==> config.mk <==
export PLATFORM = sky130hd
export DESIGN_NAME = adc_moving_avg
export DESIGN_NICKNAME = d
export VERILOG_FILES = /design/src/rtl/adc_moving_avg.sv
export SDC_FILE = /design/constraint.sdc
export NUM_CORES = 1
export LEC_CHECK = 0
export ABC_AREA = 1
export CAP_MARGIN = 20
export CORE_MARGIN = 5
export CORE_UTILIZATION = 45
export CTS_BUF_LIST = sky130_fd_sc_hd__clkbuf_16
export DETAILED_ROUTE_END_ITERATION = 16
export SLEW_MARGIN = 15
export SYNTH_ARGS = -nofsm -noshare
export SYNTH_HDL_FRONTEND = slang
export SYNTH_SLANG_ARGS = --single-unit
==> constraint.sdc <==
create_clock -name clk_i -period 3.25 [get_ports clk_i]
set_clock_uncertainty 0.15 [all_clocks]
set_input_delay 0.8125 -clock clk_i [delete_from_list [all_inputs] [get_ports clk_i]]
set_output_delay 0.8125 -clock clk_i [all_outputs]
set_load 0.05 [all_outputs]
==> src/rtl/adc_moving_avg.sv <==
// Boxcar moving-average filter: keeps the last 2^LOG2_DEPTH ADC samples and
// emits the floor-mean of the window one clock after each accepted sample.
module adc_moving_avg #(
  parameter int unsigned DATA_W     = 14,
  parameter int unsigned LOG2_DEPTH = 3
) (
  input  logic              clk_i,
  input  logic              reset_i,
  input  logic [DATA_W-1:0] data_i,
  input  logic              data_rdy_i,
  input  logic              clear_i,
  output logic [DATA_W-1:0] data_o,
  output logic              data_rdy_o,
  output logic              valid_o
);

  localparam int unsigned DEPTH  = 1 << LOG2_DEPTH;
  localparam int unsigned SUM_W  = DATA_W + LOG2_DEPTH;
  localparam int unsigned FILL_W = LOG2_DEPTH + 1;
  localparam logic [FILL_W-1:0] FILL_FULL = FILL_W'(DEPTH);

  logic                  rdy_prev_q;
  logic [SUM_W-1:0]      sum_q, sum_d;
  logic [LOG2_DEPTH-1:0] wr_ptr_q, wr_ptr_d;
  logic [FILL_W-1:0]     fill_q, fill_d;
  logic [DATA_W-1:0]     data_q, data_d;
  logic                  rdy_q, rdy_d;
  logic                  valid_q, valid_d;
  logic [DATA_W-1:0]     mem_q [DEPTH];
  logic                  accept_c;
  logic [DATA_W-1:0]     old_c;

  // Running sum update: the evicted sample only counts once the window is full.
  always_comb begin
    accept_c = data_rdy_i & ~rdy_prev_q & ~clear_i;
    old_c    = (fill_q == FILL_FULL) ? mem_q[wr_ptr_q] : '0;
    sum_d    = sum_q;
    wr_ptr_d = wr_ptr_q;
    fill_d   = fill_q;
    data_d   = data_q;
    rdy_d    = 1'b0;
    valid_d  = valid_q;
    if (clear_i) begin
      sum_d    = '0;
      wr_ptr_d = '0;
      fill_d   = '0;
      valid_d  = 1'b0;
    end else if (accept_c) begin
      sum_d    = sum_q + SUM_W'(data_i) - SUM_W'(old_c);
      wr_ptr_d = wr_ptr_q + LOG2_DEPTH'(1);
      fill_d   = (fill_q == FILL_FULL) ? fill_q : fill_q + FILL_W'(1);
      data_d   = sum_d[SUM_W-1:LOG2_DEPTH];
      rdy_d    = 1'b1;
      valid_d  = (fill_d == FILL_FULL);
    end
  end

  always_ff @(posedge clk_i) begin
    if (reset_i) begin
      rdy_prev_q <= 1'b0;
      sum_q      <= '0;
      wr_ptr_q   <= '0;
      fill_q     <= '0;
      data_q     <= '0;
      rdy_q      <= 1'b0;
      valid_q    <= 1'b0;
    end else begin
      // Strobe history is tracked even during clear so a held strobe cannot retrigger.
      rdy_prev_q <= data_rdy_i;
      sum_q      <= sum_d;
      wr_ptr_q   <= wr_ptr_d;
      fill_q     <= fill_d;
      data_q     <= data_d;
      rdy_q      <= rdy_d;
      valid_q    <= valid_d;
    end
  end

  // Sample storage is not reset; the fill count masks stale entries.
  always_ff @(posedge clk_i) begin
    if (!reset_i && accept_c) begin
      mem_q[wr_ptr_q] <= data_i;
    end
  end

  assign data_o     = data_q;
  assign data_rdy_o = rdy_q;
  assign valid_o    = valid_q;

endmodule
==> out/results.tsv <==
stage	metric	value	unit
synth	synthesized area	7370	sq um
synth	number of synthesized flops with an enable pin	112	
clock_tree	H-tree depth	4	
synth	yosys warns	0	
routing	DRT Wirelength	17900	um
synth	top cell type's share of synthesized area	0.457	
floorplan	IO Pins	34	
run	max_cap viols	0	
floorplan	DIE HEIGHT	138	um
floorplan	CORE AREA	16000	sq um
setup_path	Critical Path Stages	14	
clock_tree	Num CTS Buffers	17	
synth	sequential area share after synthesis	0.576	
timing	Hold WS	0.317	ns
grt	overall routing resource usage	0.189	
finish	multi-input logic area	3080	sq um
synth	post-synth cell types	32	
routing	antenna-violating nets left	0	
finish	post-route cell area	9640	sq um
setup_path	startpoint class of the critical path	flip-flop	
setup_path	max incr delay on CP	0.52	ns
routing	DR vias	5579	
finish	synth-to-layout area growth	30.9	%
floorplan	die area	19000	sq um
finish	most common cell after layout, fill and taps aside	edfxtp_1	
floorplan	Initial Util	0.460	
setup_path	worst reg2reg path endpoint	data_o[6]	
synth	Post-Syn Nets	809	
floorplan	die width	138	um
clock_tree	Max clock buf depth	2	
synth	#FFs+latches synth	156	
finish	FF+latch area	4250	sq um
clock_tree	Clock Sinks	156	
setup_path	worst-path cell chain	buf_6 -> clkbuf_16 -> o21ai_0 -> o32ai_2 -> o211ai_1 -> fa_1 -> ha_4 -> nand2_1 -> nand3b_1 -> nand2_2 -> nand2_2 -> nand3b_1 -> nand3_4 -> a21oi_1	
synth	dominant synthesized flop cell	edfxtp_1	
timing	Final period util	0.979	
setup_path	crit path DAT	3.39	ns
pwr	Power per Cell Area	497	nW/um^2
min_path	Hold Path Origin	sum_q[5]	
place	routability cong.	0.861	
min_path	Hold Crit Class	flip-flop to flip-flop	
finish	most frequent cells in the layout	edfxtp_1, nand2_1, nor2_1	
setup_path	Worst R2R Path Depth	14	
grt	largest net degree at the start of global routing	40	
synth	leading area contributor after synthesis	edfxtp_1	
routing	WL met1	8270	um
grt	initial antenna violation count	0	
pwr	Peak VDD IR	0.000382	V
grt	first-pass GRT wire length	27300	um
place	dpl cells	1038	
timing	Final min period	3.18	ns
clock_tree	Skew-Pair Late Insertion Delay	0.43	ns
clock_tree	TritonCTS clock tree	done	
synth	Avg Inst Size Synth	9.73	sq um
setup_path	kind of critical path	flip-flop to flip-flop	
setup_path	Critical-path top delay cell	fa_1	
setup_path	Setup crit end kind	flip-flop	
pwr	Pleak	0.00374	uW
min_path	WHS Endpoint	sum_q[5]	
timing	slew margin rel.	0.658	
timing	fin. max-slew vios	0	
synth	ys async rst share	0	
clock_tree	hold buffer count at cts	0	
timing	Setup TNS	0	ns
timing	RSZ-0062 raised after global routing	true	
routing	met2 WL	8590	um
routing	DRC	0	
synth	top cells by area, synth	edfxtp_1, dfxtp_1, nand2_1	
routing	Via-to-Cell Ratio	5.15	
finish	ant diodes	0	
finish	Final Non-Filler Cells	1084	
grt	gr ovfl total	0	
finish	layout cell share with drive strength beyond 1	0.264	
timing	Peak Freq	314	MHz
setup_path	cell family with most CP delay	adder cells	
synth	synthesized instance count	757	
place	HPWL after DPL	11400	um
place	PortBufs	33	
setup_path	Reg2Reg Setup Slack	0.07	ns
timing	Final Hold Vio Count	0	
setup_path	Worst Path Buf+Inv	2	
floorplan	Rows	46	
routing	Initial DRC Count	361	
routing	DR WL/cell	16.5	um
routing	DRT Pass-1 Iters	5	
outcome	outcome	completed	
timing	final setup fails	0	
pwr	Tot Pwr	4800	uW
clock_tree	clk slew on worst S/H paths	0.06	ns
setup_path	CP required	3.46	ns
clock_tree	Root Driver	clkbuf_16	
routing	top layer in use	met4	
finish	fill cell instance count of the final layout	1347	
routing	Met3 Wirelength	847	um
min_path	Hold Path Depth	2	
place	placed standard-cell area	8350	sq um
setup_path	CP Max Fanout	11	
finish	nets@finish	907	
timing	Least-Margin Pin Slew	0.512	ns
grt	vias in the first global route	5451	
-- Yosys cell counts (10+ instances only) --
| master | instances |
|---|---|
| fa_1 | 14 |
| dfxtp_1 | 44 |
| a21oi_1 | 46 |
| nand3_1 | 20 |
| edfxtp_1 | 112 |
| inv_1 | 105 |
| nand2_1 | 126 |
| ha_1 | 20 |
| buf_2 | 10 |
| o21ai_0 | 51 |
| o32ai_1 | 27 |
| nor2_1 | 126 |
-- through the flow --
stage	setup slack [ns]	util
3_5_place_dp	-0.379	0.522
5_1_grt	-0.0585	0.603
6_report	0.0667	0.603
4_1_cts	0.00779	0.557
3_3_place_gp	-0.307	0.522
2_1_floorplan	0.251	-
-- worst reg2reg max path, delay by kind of cell (launching register included) --
family                   cells  cell delay [ns]
AO/OA/AOI/OAI                4             0.75
adder cells (fa/ha/maj)      2             0.82
buffers and inverters        2             0.31
flip-flops                   1             0.42
AND/OR/NAND/NOR              6             0.67
-- report_power, final --
group	switching, uW	internal [uW]	total (uW)
combinational	467	340	807
clock	823	984	1810
sequential	20.5	2160	2180
-- worst max path at each step --
stage,start,end
6_report,flip-flop,data_o[6]
5_1_grt,flip-flop,data_o[12]
4_1_cts,flip-flop,data_o[10]
3_5_place_dp,data_i[9],sum_q[15]
3_3_place_gp,data_i[9],data_o[12]
2_1_floorplan,reset_i,mem_q[2][0]
-- state kept, by name, summed over array words and instances (netlist names), named ones only --
signal      cells
rdy_prev_q      1
valid_o         1
data_rdy_o      1
data_o         14
fill_q          4
wr_ptr_q        3
sum_q          17
mem_q         112
-- logic make-up after synthesis --
group           count (synthesis)  synth area share
compound gates                128             0.102
xor+xnor                        9            0.0107
fa+ha+maj                      34            0.0720
buf+inv                       139            0.0769
flops                         156             0.576
mux                             1           0.00136
simple gates                  290             0.161
-- layer usage --
| layer | global-route usage | up-vias |
|---|---|---|
| met4 | 0.0543 | 0 |
| met3 | 0.0410 | 17 |
| li1 | - | 2719 |
| met1 | 0.256 | 2695 |
| met5 | 0 | - |
| met2 | 0.308 | 148 |
-- layout make-up --
class                      count  area share
sequential                   156       0.441
multi-input combinational    462       0.319
timing repair buffer         107       0.111
inverter                     110      0.0444
clock buffer                  17      0.0441
tap                          216      0.0280
clock inverter                15      0.0118
timing repair inverter         1    0.000908
-- timing repair --
| action | CTS | global route |
|---|---|---|
| buffers inserted | 0 | 9 |
| cloned | 0 | 5 |
| pin swaps | 1 | 47 |
| endpoints found under the setup margin | 23 | 26 |
| resized for setup | 11 | 154 |
(Power assumes the default switching activity.)
